`src/rtl/rns_mod21_sched_pkg.sv`:
```
// Shared definitions for the mod-21 RNS forward-conversion front end.
package rns_pkg;

  localparam int MOD21   = 21;
  localparam int CHUNK_W = 6;
  localparam int PART_W  = 9;
  localparam int RES21_W = 5;

  typedef enum logic [1:0] {
    IDLE = 2'd0,
    FOLD = 2'd1,
    CORR = 2'd2,
    OUT  = 2'd3
  } sched_state_t;

endpackage

```
`src/rtl/rns_mod21_sched_fold.sv`:
```
// First-level mod-21 reduction: 64 == 1 (mod 21), so the sum of the 6-bit
// chunks of the operand is congruent to the operand (max 5*63 + 3 = 318).
module mod21_fold
  import rns_pkg::*;
(
  input  logic [31:0]       n,
  output logic [PART_W-1:0] part
);

  // Pure chunk sum; all terms zero-extended to the partial width.
  always_comb begin
    part = PART_W'(n[CHUNK_W-1:0])
         + PART_W'(n[2*CHUNK_W-1:CHUNK_W])
         + PART_W'(n[3*CHUNK_W-1:2*CHUNK_W])
         + PART_W'(n[4*CHUNK_W-1:3*CHUNK_W])
         + PART_W'(n[5*CHUNK_W-1:4*CHUNK_W])
         + PART_W'(n[31:5*CHUNK_W]);
  end

endmodule

```
`src/rtl/rns_mod21_sched.sv`:
```
// Round-robin scheduler sharing one mod-21 reduction datapath among NREQ
// requesters. Each accepted operand walks FOLD -> CORR -> OUT before the
// next one is taken, so at most one operand is in flight.
module rns_mod21_sched
  import rns_pkg::*;
#(
  parameter int NREQ = 4,
  parameter int ID_W = $clog2(NREQ)
) (
  input  logic                 clk,
  input  logic                 rst_n,
  input  logic [NREQ-1:0]      req_valid,
  input  logic [NREQ*32-1:0]   req_data,
  output logic [NREQ-1:0]      req_ready,
  output logic                 res_valid,
  output logic [RES21_W-1:0]   res_data,
  output logic [ID_W-1:0]      res_id,
  input  logic                 res_ready,
  output logic                 busy,
  output logic [15:0]          done_cnt
);

  sched_state_t        state;
  logic [ID_W-1:0]     last_grant;
  logic [ID_W-1:0]     id_reg;
  logic [ID_W-1:0]     gidx;
  logic [NREQ-1:0]     grant;
  logic                accept;
  logic [31:0]         sel_op;
  logic [31:0]         op_reg;
  logic [PART_W-1:0]   part_reg;
  logic [PART_W-1:0]   fold_sum;

  // Second fold plus the two conditional subtractions: f <= 67, so after
  // removing 42 and then 21 at most once each the value lands in 0..20.
  function automatic logic [RES21_W-1:0] corr21(input logic [PART_W-1:0] p);
    logic [6:0] f;
    f = 7'(p[8:6]) + 7'(p[5:0]);
    if (f >= 7'(2 * MOD21)) f = f - 7'(2 * MOD21);
    if (f >= 7'(MOD21))     f = f - 7'(MOD21);
    return f[RES21_W-1:0];
  endfunction

  // Round-robin search starting one past the last granted requester.
  always_comb begin
    logic [ID_W-1:0] idx;
    logic            found;
    grant = '0;
    gidx  = '0;
    idx   = '0;
    found = 1'b0;
    for (int i = 1; i <= NREQ; i++) begin
      idx = ID_W'((int'(last_grant) + i) % NREQ);
      if (!found && req_valid[idx]) begin
        grant[idx] = 1'b1;
        gidx       = idx;
        found      = 1'b1;
      end
    end
  end

  // Accept strobe is only offered in IDLE and never while reset is asserted.
  always_comb begin
    req_ready = (rst_n && state == IDLE) ? grant : '0;
    accept    = |req_ready;
    sel_op    = '0;
    for (int j = 0; j < NREQ; j++) begin
      if (grant[j]) sel_op = req_data[32*j +: 32];
    end
  end

  mod21_fold u_fold (
    .n    (op_reg),
    .part (fold_sum)
  );

  // Operand datapath registers; their contents are don't-care until used.
  always_ff @(posedge clk) begin
    if (state == IDLE && accept) begin
      op_reg <= sel_op;
      id_reg <= gidx;
    end
    if (state == FOLD) part_reg <= fold_sum;
  end

  // Scheduler FSM with registered result channel, busy flag and counter.
  always_ff @(posedge clk) begin
    if (!rst_n) begin
      state      <= IDLE;
      last_grant <= ID_W'(NREQ - 1);
      res_valid  <= 1'b0;
      res_data   <= '0;
      res_id     <= '0;
      busy       <= 1'b0;
      done_cnt   <= '0;
    end else begin
      case (state)
        IDLE: begin
          if (accept) begin
            last_grant <= gidx;
            busy       <= 1'b1;
            state      <= FOLD;
          end
        end
        FOLD: begin
          state <= CORR;
        end
        CORR: begin
          res_data  <= corr21(part_reg);
          res_id    <= id_reg;
          res_valid <= 1'b1;
          state     <= OUT;
        end
        OUT: begin
          if (res_ready) begin
            res_valid <= 1'b0;
            busy      <= 1'b0;
            done_cnt  <= done_cnt + 16'd1;
            state     <= IDLE;
          end
        end
        default: state <= IDLE;
      endcase
    end
  end

endmodule

```
`config.mk`:
```
export PLATFORM = sky130hd
export DESIGN_NAME = rns_mod21_sched
export DESIGN_NICKNAME = d
export VERILOG_FILES = /design/src/rtl/rns_mod21_sched_pkg.sv /design/src/rtl/rns_mod21_sched_fold.sv /design/src/rtl/rns_mod21_sched.sv
export SDC_FILE = /design/constraint.sdc
export NUM_CORES = 1
export LEC_CHECK = 0
export BUFFER_PORTS_ARGS = -buffer_cell sky130_fd_sc_hd__buf_2
export CORE_MARGIN = 1.5
export CORE_UTILIZATION = 31
export DETAILED_ROUTE_END_ITERATION = 8
export PLACE_DENSITY = 0.52
export SLEW_MARGIN = 20
export SYNTH_ARGS = -nofsm -noshare
export SYNTH_HDL_FRONTEND = slang
export SYNTH_SLANG_ARGS = --single-unit
```
`constraint.sdc`:
```
create_clock -name clk -period 6.8 [get_ports clk]
set_input_delay 0.68 -clock clk [delete_from_list [all_inputs] [get_ports clk]]
set_output_delay 0.68 -clock clk [all_outputs]
set_load 0.02 [all_outputs]
```
Word-level counts from Yosys, hierarchy flattened
Index checks and enable logic that the tools add are counted.
Word-level totals
  logic and storage cells: 105
  output and inout bits: 29
  register bits after elaboration: 72
Cells by class
  bitwise gates (word level): 3
  multiplexer cells: 43
  $add $sub $neg: 13
  magnitude comparators: 10
  equal/unequal tests: 5
  reductions and logical operators: 21
Operators with widths (count)
  $mux 32: 4
  $add 9x6->9: 3
  $mux 7: 3
  $mux 4: 5
  $add 16x1->16 const B: 1
  $mux 1: 13
  $lt 2x3->1 const B: 4
  $mux 2: 6
  $or 4x4->4: 3
  $add 9x2->9: 1
  $logic_and 1x1->1: 9
  $bmux 1 s2: 4
  $demux 1 s2: 4
  $ge 2x1->1 const B: 4
  $pmux 2 s4: 1
  $reduce_and 2->1: 4
  $add 3x6->7: 1
  $add 6x6->7: 1
  $ge 7x5->1 const B: 1
  $ge 7x6->1 const B: 1
  $sub 7x6->7 const B: 1
  $mux 5: 1
  $sub 5x5->5 const B: 1
  $add 2x1->2 const B: 2
  10 further kinds: 17

Depth between registers and ports, before layout
Gate-level depths: netlist of run 1.
  depth in word-level cells: 17
  mapped depth: 16
  gate-level depth less buffers: 16

Modules after synthesis
A second synthesis of run 1 with hierarchy kept.
Second synthesis, totals
  cell total of the unflattened synthesis: 587
  area, all modules: 5516.5 um2
By module, submodules not included
  rns_mod21_sched: sequential area each 1871.8 um2, instances 1, area an instance 4642.0 um2, cells an instance 477
  mod21_fold: sequential area each 0.0 um2, instances 1, area an instance 874.6 um2, cells an instance 110

Worst setup path before layout of run 1
No wires, ideal clock.
  path kind: register to register
  start: register last_grant[0]
  end: register id_reg[0], enable pin
  library setup time: 389 ps
  clock period less this slack: 3656 ps
  stages on the path, launching flop included: 11
  arrival: 3267 ps
  path buffers: 2
  path slack: 3144 ps
  cells stage by stage: dfxtp_1 clkbuf_1 inv_1 ha_1 buf_2 nor3b_1 nor3_1 a211oi_2 a221oi_1 a41o_1 inv_1
On the way
  word-level cells in the longest chain between the ends: 16
  elaborated cells on any way between the ends: 51
  classes of those cells: 4 x add/sub; 8 x order compare; 24 x mux; 3 x bitwise; 12 x reduce/logical
Ends and longest elaborated chain
  start, declared: RTL line rns_mod21_sched.sv:24  | logic [ID_W-1:0] last_grant;
  start signal, assigned: RTL line rns_mod21_sched.sv:90  | last_grant <= ID_W'(NREQ - 1);
  start signal, assigned: RTL line rns_mod21_sched.sv:100  | last_grant <= gidx;
  parallel branches: the longest is 12 deep, another holds $lt 2x3->1
  $mux 4 *: RTL line rns_mod21_sched.sv:54  | if (!found && req_valid[idx]) begin
  $mux 4 *: RTL line rns_mod21_sched.sv:64  | req_ready = (rst_n && state == IDLE) ? grant : '0;
  $reduce_or 4->1 *: RTL line rns_mod21_sched.sv:65  | accept = |req_ready;
  $logic_and 1x1->1 *: RTL line rns_mod21_sched.sv:79  | if (state == IDLE && accept) begin
  end signal, assigned: RTL line rns_mod21_sched.sv:81  | id_reg <= gidx;
  end, declared: RTL line rns_mod21_sched.sv:25  | logic [ID_W-1:0] id_reg;
Every way passes the cells marked *. The select of a mux whose other input is x is not followed.
A chain may end at the register's enable or synchronous reset.

Worst setup path after layout of run 1
  start: register last_grant[0]
  end: register op_reg[29] (data pin)
On the way
  word-level cells in the longest chain between the ends: 17
  elaborated cells on any way between the ends: 52
  classes of those cells: 4 x add/sub; 8 x order compare; 27 x mux; 3 x bitwise; 10 x reduce/logical
Ends and longest elaborated chain
  parallel branches: the longest is 12 deep, another holds $lt 2x3->1
  $mux 4 *: RTL line rns_mod21_sched.sv:54
  $mux 32 (3 in a row): RTL line rns_mod21_sched.sv:68  | if (grant[j]) sel_op = req_data[32*j +: 32];
  $mux 32 *: RTL line rns_mod21_sched.sv:68
  net sel_op[29]: RTL line rns_mod21_sched.sv:29  | logic [31:0] sel_op;
  end signal, assigned: RTL line rns_mod21_sched.sv:80  | op_reg <= sel_op;
  end, declared: RTL line rns_mod21_sched.sv:30  | logic [31:0] op_reg;
Mark *: on every way through the listed nets, which the timed path passes. The select of a mux whose other input is x is not followed.

==> metrics.json, run 1 <==
{
  "required": {"value": 6870, "unit": "ps"},
  "timing.critical_path.mode_cell": {"value": "sky130_fd_sc_hd__buf_4"},
  "chipHeight": {"value": 132, "unit": "microns"},
  "drtAntennaViolNets": {"value": 0},
  "area.growth.synth_to_final": {"value": 25.5, "unit": "%"},
  "die_w": {"value": 132, "unit": "microns"},
  "setup_repair_after_global_routing_missed_its_margin": {"value": "no"},
  "ys_types": {"value": 59},
  "post-route-period-util": {"value": 61.1, "unit": "%"},
  "grt.total_usage": {"value": 16.9, "unit": "%"},
  "clock_tree.root_cell": {"value": "sky130_fd_sc_hd__clkbuf_16"},
  "routed_wirelength": {"value": 14.5, "unit": "mm"},
  "antenna_found_initial": {"value": 0},
  "grt_pass1_wl": {"value": 24.0, "unit": "mm"},
  "tritoncts_num_sinks": {"value": 72},
  "final_cells": {"value": 936},
  "ys_dominant_reg_cell": {"value": "sky130_fd_sc_hd__edfxtp_1"},
  "timing.setup.tns": {"value": 0, "unit": "ps"},
  "synth_sequential_area_ratio": {"value": 36.0, "unit": "%"},
  "num_antenna_cells": {"value": 0},
  "fp-row-count": {"value": 47},
  "buffer_ports.inserted": {"value": 163},
  "worstSetupEndpointType": {"value": "flip-flop"},
  "clk_path_buf_depth": {"value": 2},
  "final.hold.worst_slack": {"value": 499, "unit": "ps"},
  "timing_worst_slew_pin_value": {"value": 681, "unit": "ps"},
  "synth_fp_nets": {"value": 744},
  "first_global_vias": {"value": 4888},
  "worst_setup_hold_path_clk_slew": {"value": 60, "unit": "ps"},
  "run_status": {"value": "finished, final reports clean"},
  "final_weighted_congestion_in_routability_driven_placement": {"value": 0.906},
  "detailedRoute.firstPassIterationCount": {"value": 5},
  "clock_insertion_delay_worst_skew": {"value": 330, "unit": "ps"},
  "worst_slack": {"value": 2640, "unit": "ps"},
  "die_area": {"value": 0.0176, "unit": "sq mm"},
  "mostFrequentLayoutCells": {"value": "sky130_fd_sc_hd__buf_2, sky130_fd_sc_hd__nand2_1, sky130_fd_sc_hd__inv_1"},
  "maxCapViolCount": {"value": 0},
  "syn-cell-area": {"value": 0.00520, "unit": "sq mm"},
  "remaining_drcs": {"value": 0},
  "routed_via_density": {"value": 5.15},
  "highest_delay_cell_along_the_critical_path": {"value": "sky130_fd_sc_hd__dfxtp_1"},
  "finish.net_count": {"value": 891},
  "initial_standard_cell_utilization_of_the_core": {"value": 31.6, "unit": "%"},
  "synth_warnings": {"value": 0},
  "report.final.setup_viol": {"value": 0},
  "max-slew-margin-rel": {"value": 54.5, "unit": "%"},
  "grt_overflow_total": {"value": 0},
  "cts_hold_buffers_added": {"value": 0},
  "post_route_cells_drive_above_1_share": {"value": 28.1, "unit": "%"},
  "postCtsSetupRepairBufs": {"value": 0},
  "cts_buffers": {"value": 9},
  "cts_resized": {"value": 0},
  "finalHoldViolations": {"value": 0},
  "setup.worst_path.class": {"value": "flip-flop to flip-flop"},
  "clock_skew": {"value": 8.75, "unit": "ps"},
  "placed_cells": {"value": 920},
  "min_period": {"value": 4160, "unit": "ps"},
  "edff_count_synth": {"value": 43},
  "tritoncts_clock_tree": {"value": "built"},
  "largest_reg_flops": {"value": 32},
  "final-max-slew-violation-count": {"value": 0},
  "detailroute.via_count": {"value": 4816},
  "floorplan.core_area": {"value": 0.0165, "unit": "sq mm"},
  "peak_fanout_along_the_critical_path": {"value": 34},
  "h-tree-depth": {"value": 3},
  "dp_worst_setup_slack": {"value": 2710, "unit": "ps"},
  "fmax": {"value": 0.241, "unit": "GHz"},
  "number_of_cells_produced_by_synthesis": {"value": 564},
  "cp_data_arrival_time": {"value": 4220, "unit": "ps"},
  "crit_path_start_kind": {"value": "flip-flop"},
  "critical-path-max-stage-delay": {"value": 710, "unit": "ps"},
  "cp_cell_sequence": {"value": "inv_1 -> ha_1 -> nor3b_1 -> nor3_1 -> a211oi_2 -> a221o_1 -> buf_4 -> nor2_2 -> buf_4 -> a221oi_1 -> o21ai_1"},
  "mostFrequentLayoutCell": {"value": "sky130_fd_sc_hd__buf_2"},
  "drt_iter0_drc": {"value": 282},
  "io_pins": {"value": 164},
  "async_set_reset_flop_share_out_of_synthesis": {"value": 0, "unit": "%"},
  "pin_count_of_the_biggest_net_entering_global_routing": {"value": 35},
  "wl_per_cell": {"value": 15.5, "unit": "microns"},
  "hold_class": {"value": "flip-flop to flip-flop"},
  "place_hpwl": {"value": 11.1, "unit": "mm"},
  "ys_seq_elements": {"value": 72},
  "syn_avg_cell_area": {"value": 9.22, "unit": "sq um"}
}
-- stage by stage --
step	util [%]	instance area [sq um]
after detailed placement	37.7	6200
final	39.6	6530
after global routing	39.6	6530
after global placement	37.7	6200
after floorplan	-	5200
after CTS	39.6	6520
-- critical path: cells and delay by family (launching register included) --
family / cells / cell delay (ps)
flip-flops: 1 / 710
buffers and inverters: 3 / 840
AO/OA/AOI/OAI: 4 / 1470
adder cells (fa/ha/maj): 1 / 480
AND/OR/NAND/NOR: 3 / 380
-- per-layer routing --
| metal | share of wire [%] | wire length (microns) | global-route usage (%) |
|---|---|---|---|
| met5 | 0 | 0 | 0 |
| met1 | 45 | 6500 | 21.6 |
| met4 | 1.1 | 161 | 4.15 |
| met2 | 49 | 7120 | 29.2 |
| met3 | 5.0 | 727 | 3.72 |
-- Yosys cell counts (6+ instances only) --
cell type                  number  area (sq um)
sky130_fd_sc_hd__xor2_1        19           166
sky130_fd_sc_hd__and3_1         7          43.8
sky130_fd_sc_hd__a221oi_1      35           307
sky130_fd_sc_hd__edfxtp_1      43          1290
sky130_fd_sc_hd__mux2i_1        6          60.1
sky130_fd_sc_hd__o21bai_1       7          52.6
sky130_fd_sc_hd__clkbuf_1      21          78.8
sky130_fd_sc_hd__dfxtp_1       29           581
sky130_fd_sc_hd__nor3_1         8          40.0
sky130_fd_sc_hd__fa_1          16           320
sky130_fd_sc_hd__ha_1          29           363
sky130_fd_sc_hd__nand3_1       11          55.1
sky130_fd_sc_hd__xnor2_1       10          87.6
sky130_fd_sc_hd__nand2_1       53           199
sky130_fd_sc_hd__a21oi_1       18          90.1
sky130_fd_sc_hd__o21ai_0       43           215
sky130_fd_sc_hd__buf_2         10          50.1
sky130_fd_sc_hd__inv_1         47           176
sky130_fd_sc_hd__nor2_1        43           161
sky130_fd_sc_hd__o21ai_1       31           155
-- area by class of cell --
cell class / count / area [sq um]
Sequential cell: 72 / 1870
Inverter: 47 / 176
Clock buffer: 9 / 225
Timing Repair Buffer: 169 / 861
Multi-Input combinational cell: 412 / 3020
Tap cell: 220 / 275
Clock inverter: 7 / 95.1
Fill cell: 1687 / 9940
-- cells by family (layout without fill, tap and decap cells) --
kind of cell / Yosys count / count (layout) / share of synthesized area, %
buf+inv: 80 / 232 / 6.11
compound gates: 180 / 180 / 24.2
fa+ha+maj: 45 / 45 / 13.1
xor+xnor: 29 / 29 / 4.89
mux: 8 / 8 / 2.02
simple gates: 150 / 150 / 13.6
flops: 72 / 72 / 36.0
-- worst paths after layout --
check | startpoint | endpoint | slack, ps | depth (start not counted)
max | last_grant[0] | op_reg[29] | 2640 | 11
min reg2reg | state[1] | state[1] | 500 | 2
max reg2reg | last_grant[0] | op_reg[29] | 2640 | 11
min | state[1] | state[1] | 500 | 2
Power of run 1 is left out: the tool's default activity adds up to more than one toggle a clock period on the data nets, which glitch-free logic cannot reach.
==> run 2, diff against run 1 <==
- PLACE_DENSITY: 0.52 -> 0.54
- clock period: 6.8 -> 3.8 ns (I/O delays scaled with it)
==> metrics.json, run 2 (synthesis gave the netlist of run 1 again) <==
{
  "report.final.setup_viol": {"value": 0, "change": "unchanged"},
  "use_met2": {"value": 27.1, "unit": "%", "change": "-2.1 points"},
  "post-route-period-util": {"value": 97.1, "unit": "%", "change": "+36 points"},
  "required": {"value": 3880, "unit": "ps", "change": "-2990 ps"},
  "area.growth.synth_to_final": {"value": 28.9, "unit": "%"},
  "clk_path_buf_depth": {"value": 2, "change": "unchanged"},
  "post_route_cells_drive_above_1_share": {"value": 30.3, "unit": "%", "change": "+2.2 points"},
  "multiInputGateArea": {"value": 0.00307, "unit": "sq mm", "change": "+1.6%"},
  "run_status": {"value": "finished, final reports clean"},
  "tritoncts_num_sinks": {"value": 72, "change": "unchanged"},
  "max-slew-margin-rel": {"value": 37.1, "unit": "%", "change": "-17 points"},
  "grt_use_met3": {"value": 2.49, "unit": "%", "change": "-1.2 points"},
  "final.hold.worst_slack": {"value": 328, "unit": "ps", "change": "-171 ps"},
  "globalRoute.busiestLayer": {"value": "met2"},
  "worstSetupEndpointType": {"value": "flip-flop"},
  "setup.worst_path.class": {"value": "flip-flop to flip-flop"},
  "hold_class": {"value": "input port to flip-flop"},
  "initial_standard_cell_utilization_of_the_core": {"value": 31.6, "unit": "%", "change": "unchanged"},
  "num_antenna_cells": {"value": 0, "change": "unchanged"},
  "routed_via_density": {"value": 5.05, "change": "-1.8%"},
  "tritoncts_clock_tree": {"value": "built"},
  "final_cells": {"value": 947, "change": "+1.2%"},
  "crit_path_start_kind": {"value": "flip-flop"},
  "grt.total_usage": {"value": 16.1, "unit": "%", "change": "-0.83 points"},
  "mostFrequentLayoutCells": {"value": "sky130_fd_sc_hd__buf_2, sky130_fd_sc_hd__nand2_1, sky130_fd_sc_hd__inv_1"},
  "gr_layer_usage_met1": {"value": 21.5, "unit": "%", "change": "-0.16 points"},
  "drt_iter0_drc": {"value": 278, "change": "-1.4%"},
  "cts_hold_buffers_added": {"value": 0, "change": "unchanged"},
  "mostFrequentLayoutCell": {"value": "sky130_fd_sc_hd__buf_2"},
  "cp_data_arrival_time": {"value": 3770, "unit": "ps", "change": "-450 ps"},
  "grt_pass1_wl": {"value": 22.9, "unit": "mm", "change": "-4.6%"},
  "floorplan.core_area": {"value": 0.0165, "unit": "sq mm", "change": "unchanged"},
  "timing_worst_slew_pin_value": {"value": 942, "unit": "ps", "change": "+262 ps"},
  "chipHeight": {"value": 132, "unit": "microns", "change": "unchanged"},
  "h-tree-depth": {"value": 3, "change": "unchanged"},
  "finish.net_count": {"value": 902, "change": "+1.2%"},
  "remaining_drcs": {"value": 0, "change": "unchanged"},
  "fmax": {"value": 0.271, "unit": "GHz", "change": "+13%"},
  "grt_overflow_total": {"value": 0, "change": "unchanged"},
  "pin_count_of_the_biggest_net_entering_global_routing": {"value": 34, "change": "-2.9%"},
  "die_area": {"value": 0.0176, "unit": "sq mm", "change": "unchanged"},
  "detailedRoute.firstPassIterationCount": {"value": 5, "change": "unchanged"},
  "buffer_ports.inserted": {"value": 163, "change": "unchanged"},
  "detailroute.via_count": {"value": 4783, "change": "-0.69%"},
  "maxCapViolCount": {"value": 0, "change": "unchanged"},
  "min_period": {"value": 3690, "unit": "ps", "change": "-468 ps"},
  "largest_reg_flops": {"value": 32, "change": "unchanged"},
  "peak_fanout_along_the_critical_path": {"value": 2, "change": "-94%"},
  "clock_insertion_delay_worst_skew": {"value": 340, "unit": "ps", "change": "about the same"},
  "final-max-slew-violation-count": {"value": 0, "change": "unchanged"},
  "drtAntennaViolNets": {"value": 0, "change": "unchanged"},
  "wl_per_cell": {"value": 14.9, "unit": "microns", "change": "-3.8%"},
  "fp-row-count": {"value": 47, "change": "unchanged"},
  "seq_area": {"value": 0.00187, "unit": "sq mm", "change": "unchanged"},
  "cts_buffers": {"value": 9, "change": "unchanged"},
  "first_global_vias": {"value": 4642, "change": "-5.0%"},
  "setup_repair_after_global_routing_missed_its_margin": {"value": "yes"},
  "place_hpwl": {"value": 10.9, "unit": "mm", "change": "-2.4%"},
  "placed_cells": {"value": 930, "change": "+1.1%"},
  "fillCellCount": {"value": 1681, "change": "-0.36%"},
  "final_weighted_congestion_in_routability_driven_placement": {"value": 0.876, "change": "-3.3%"},
  "io_pins": {"value": 164, "change": "unchanged"},
  "clock_skew": {"value": 8.33, "unit": "ps", "change": "-0.412 ps"},
  "worst_setup_hold_path_clk_slew": {"value": 60, "unit": "ps", "change": "about the same"},
  "finalHoldViolations": {"value": 0, "change": "unchanged"},
  "antenna_found_initial": {"value": 0, "change": "unchanged"},
  "die_w": {"value": 132, "unit": "microns", "change": "unchanged"},
  "clock_tree.root_cell": {"value": "sky130_fd_sc_hd__clkbuf_16"},
  "routed_wirelength": {"value": 14.1, "unit": "mm", "change": "-2.6%"}
}
-- run 2: final timing paths --
| path | end | slack [ps] | cells past startpoint | startpoint |
|---|---|---|---|---|
| hold reg to reg | res_id[0] | 490 | 2 | res_id[0] |
| hold / removal | op_reg[19] | 330 | 3 | req_data[115] |
| setup / recovery | part_reg[7] | 110 | 14 | op_reg[0] |
| setup reg to reg | part_reg[7] | 110 | 14 | op_reg[0] |
-- run 2: cell type report --
type / count / share of cell area, %
repair buffers: 180 / 14.6
clock buffers: 14 / 4.61
inverters: 47 / 2.63
well taps: 220 / 4.11
multi-input cells: 412 / 45.8
flip-flops and latches: 72 / 27.9
clock inverters: 2 / 0.243
-- run 2: critical path, stage by stage, from the launching register on --
cell	delay [ps]
sky130_fd_sc_hd__edfxtp_1	360
sky130_fd_sc_hd__ha_1	230
sky130_fd_sc_hd__fa_1	480
sky130_fd_sc_hd__inv_1	50
sky130_fd_sc_hd__fa_1	470
sky130_fd_sc_hd__inv_1	50
sky130_fd_sc_hd__fa_2	570
sky130_fd_sc_hd__ha_1	240
sky130_fd_sc_hd__a21o_1	170
sky130_fd_sc_hd__a21oi_2	170
sky130_fd_sc_hd__o21bai_1	110
sky130_fd_sc_hd__a21oi_2	180
sky130_fd_sc_hd__o21bai_1	90
sky130_fd_sc_hd__a21oi_1	160
sky130_fd_sc_hd__xnor2_1	90
-- run 2: what timing repair did --
action / CTS / global route
gates resized for setup: 1 / 9
endpoints found under the setup margin: 1 / 6
pin swaps: 0 / 6
gates cloned: 0 / 0
setup buffers: 0 / 1
hold endpoints to repair: 0 / 0
-- run 2: stage by stage --
step	area [sq um]	setup TNS [ps]	setup WS (ps)	utilization [%]
floorplan	5200	0	144	-
finish	6700	0	111	40.7
CTS	6650	0	11.3	40.4
global placement	6320	0	98.0	38.4
global route	6700	-85.9	-36.0	40.7
detailed placement	6320	-1.25	-1.25	38.4
-- run 2: metal layers --
layer	vias up	part of all wire (%)
li1	2367	-
met3	12	3.6
met5	-	0
met2	117	49
met4	0	1.1
met1	2287	46
Power of run 2 is left out for the same reason.
==> run 3, diff against run 2 <==
- CTS_BUF_LIST: default -> sky130_fd_sc_hd__clkbuf_8 sky130_fd_sc_hd__clkbuf_16
==> metrics.json, run 3 (synthesis gave the netlist of run 1 again) <==
{
  "final.hold.worst_slack": {"value": 328, "unit": "ps", "change": "-0.0680 ps"},
  "crit_path_start_kind": {"value": "flip-flop"},
  "peak_fanout_along_the_critical_path": {"value": 2, "change": "unchanged"},
  "drt_iter0_drc": {"value": 308, "change": "+11%"},
  "first_global_vias": {"value": 4642, "change": "unchanged"},
  "drtAntennaViolNets": {"value": 0, "change": "unchanged"},
  "mostFrequentLayoutCell": {"value": "sky130_fd_sc_hd__buf_2"},
  "routed_wirelength": {"value": 14.1, "unit": "mm", "change": "-0.42%"},
  "remaining_drcs": {"value": 0, "change": "unchanged"},
  "wl_per_cell": {"value": 14.8, "unit": "microns", "change": "-0.42%"},
  "run_status": {"value": "finished, final reports clean"},
  "cts_hold_buffers_added": {"value": 0, "change": "unchanged"},
  "timing_worst_slew_pin_value": {"value": 951, "unit": "ps", "change": "+8.69 ps"},
  "place_hpwl": {"value": 10.9, "unit": "mm", "change": "unchanged"},
  "setup.worst_path.class": {"value": "flip-flop to flip-flop"},
  "num_antenna_cells": {"value": 0, "change": "unchanged"},
  "detailedRoute.firstPassIterationCount": {"value": 5, "change": "unchanged"},
  "placement.cell_area": {"value": 0.00632, "unit": "sq mm", "change": "unchanged"},
  "buffer_ports.inserted": {"value": 163, "change": "unchanged"},
  "mostFrequentLayoutCells": {"value": "sky130_fd_sc_hd__buf_2, sky130_fd_sc_hd__nand2_1, sky130_fd_sc_hd__inv_1"},
  "die_w": {"value": 132, "unit": "microns", "change": "unchanged"},
  "worstSetupEndpointType": {"value": "flip-flop"},
  "grt_pass1_wl": {"value": 22.9, "unit": "mm", "change": "about the same"},
  "finalHoldViolations": {"value": 0, "change": "unchanged"},
  "clock_skew": {"value": 8.33, "unit": "ps", "change": "-0.000110 ps"},
  "report.final.setup_viol": {"value": 0, "change": "unchanged"},
  "worst_setup_hold_path_clk_slew": {"value": 60, "unit": "ps", "change": "about the same"},
  "detailroute.via_count": {"value": 4783, "change": "unchanged"},
  "tritoncts_clock_tree": {"value": "built"},
  "clock_insertion_delay_worst_skew": {"value": 340, "unit": "ps", "change": "about the same"},
  "chipHeight": {"value": 132, "unit": "microns", "change": "unchanged"},
  "h-tree-depth": {"value": 3, "change": "unchanged"},
  "io_pins": {"value": 164, "change": "unchanged"},
  "tritoncts_num_sinks": {"value": 72, "change": "unchanged"},
  "antenna_found_initial": {"value": 0, "change": "unchanged"},
  "post-route-period-util": {"value": 97.1, "unit": "%", "change": "about the same"},
  "max-slew-margin-rel": {"value": 36.5, "unit": "%", "change": "-0.58 points"},
  "maxCapViolCount": {"value": 0, "change": "unchanged"},
  "area.growth.synth_to_final": {"value": 28.9, "unit": "%", "change": "about the same"},
  "fp-row-count": {"value": 47, "change": "unchanged"},
  "cts_buffers": {"value": 9, "change": "unchanged"},
  "grt.total_usage": {"value": 16.1, "unit": "%", "change": "about the same"},
  "clock_tree.root_cell": {"value": "sky130_fd_sc_hd__clkbuf_16"},
  "die_area": {"value": 0.0176, "unit": "sq mm", "change": "unchanged"},
  "initial_standard_cell_utilization_of_the_core": {"value": 31.6, "unit": "%", "change": "unchanged"},
  "cp_data_arrival_time": {"value": 3770, "unit": "ps", "change": "about the same"},
  "pin_count_of_the_biggest_net_entering_global_routing": {"value": 34, "change": "unchanged"},
  "layout.cell_area.non_filler": {"value": 0.00670, "unit": "sq mm", "change": "about the same"},
  "routed_via_density": {"value": 5.05, "change": "unchanged"},
  "setup_repair_after_global_routing_missed_its_margin": {"value": "yes"},
  "hold_class": {"value": "input port to flip-flop"},
  "fmax": {"value": 0.271, "unit": "GHz", "change": "about the same"},
  "post_route_cells_drive_above_1_share": {"value": 30.1, "unit": "%", "change": "-0.14 points"},
  "required": {"value": 3880, "unit": "ps", "change": "about the same"},
  "finish.net_count": {"value": 902, "change": "unchanged"},
  "final-max-slew-violation-count": {"value": 0, "change": "unchanged"},
  "floorplan.core_area": {"value": 0.0165, "unit": "sq mm", "change": "unchanged"},
  "clk_path_buf_depth": {"value": 2, "change": "unchanged"},
  "grt_overflow_total": {"value": 0, "change": "unchanged"},
  "utilization": {"value": 40.7, "unit": "%", "change": "about the same"},
  "final_weighted_congestion_in_routability_driven_placement": {"value": 0.876, "change": "unchanged"},
  "min_period": {"value": 3690, "unit": "ps", "change": "-0.897 ps"},
  "largest_reg_flops": {"value": 32, "change": "unchanged"}
}
run 3: cell types whose count changed in the layout (fill, tap and decap cells not counted):
cell / before / now
sky130_fd_sc_hd__clkbuf_2: 1 / 0
sky130_fd_sc_hd__clkbuf_1: 1 / 0
sky130_fd_sc_hd__inv_1: 47 / 49
run 3: worst max-delay path, cell delays in order (launching register included):
cell	delay, ps
sky130_fd_sc_hd__edfxtp_1	360
sky130_fd_sc_hd__ha_1	230
sky130_fd_sc_hd__fa_1	480
sky130_fd_sc_hd__inv_1	50
sky130_fd_sc_hd__fa_1	470
sky130_fd_sc_hd__inv_1	50
sky130_fd_sc_hd__fa_2	570
sky130_fd_sc_hd__ha_1	240
sky130_fd_sc_hd__a21o_1	170
sky130_fd_sc_hd__a21oi_2	170
sky130_fd_sc_hd__o21bai_1	110
sky130_fd_sc_hd__a21oi_2	180
sky130_fd_sc_hd__o21bai_1	90
sky130_fd_sc_hd__a21oi_1	160
sky130_fd_sc_hd__xnor2_1	90
run 3: final cells by class:
class | instances | area [sq um]
Fill cell | 1681 | 9770
Timing Repair Buffer | 180 | 981
Tap cell | 220 | 275
Sequential cell | 72 | 1870
Clock inverter | 4 | 23.8
Multi-Input combinational cell | 412 | 3070
Clock buffer | 12 | 300
Inverter | 47 | 176
run 3: path summary, 6_finish.rpt:
kind | cells past startpoint | endpoint | slack (ps) | startpoint
max reg2reg | 14 | part_reg[7] | 110 | op_reg[0]
min reg2reg | 2 | res_id[0] | 490 | res_id[0]
max | 14 | part_reg[7] | 110 | op_reg[0]
min | 3 | op_reg[19] | 330 | req_data[115]
run 3: metal layers:
layer / part of all wire [%] / vias to the layer above / wire, microns / track usage [%]
li1: - / 2369 / - / -
met3: 3.6 / 12 / 504 / 2.49
met5: 0 / - / 0 / 0
met1: 46 / 2292 / 6530 / 21.5
met2: 49 / 110 / 6870 / 27.1
met4: 1.1 / 0 / 149 / 4.70
run 3: repair_timing:
item / 4_1_cts / 5_1_grt
gates resized for setup: 1 / 9
endpoints found under the setup margin: 1 / 6
pin swaps: 0 / 6
setup buffers: 0 / 1
run 3: per-stage QoR:
stage	setup TNS, ps	cells	setup slack [ps]
floorplan	0	564	144
finish	0	947	112
global placement	0	930	98.0
global route	-78.5	947	-36.7
CTS	0	946	13.1
detailed placement	-1.25	930	-1.25
Power of run 3 is left out for the same reason.
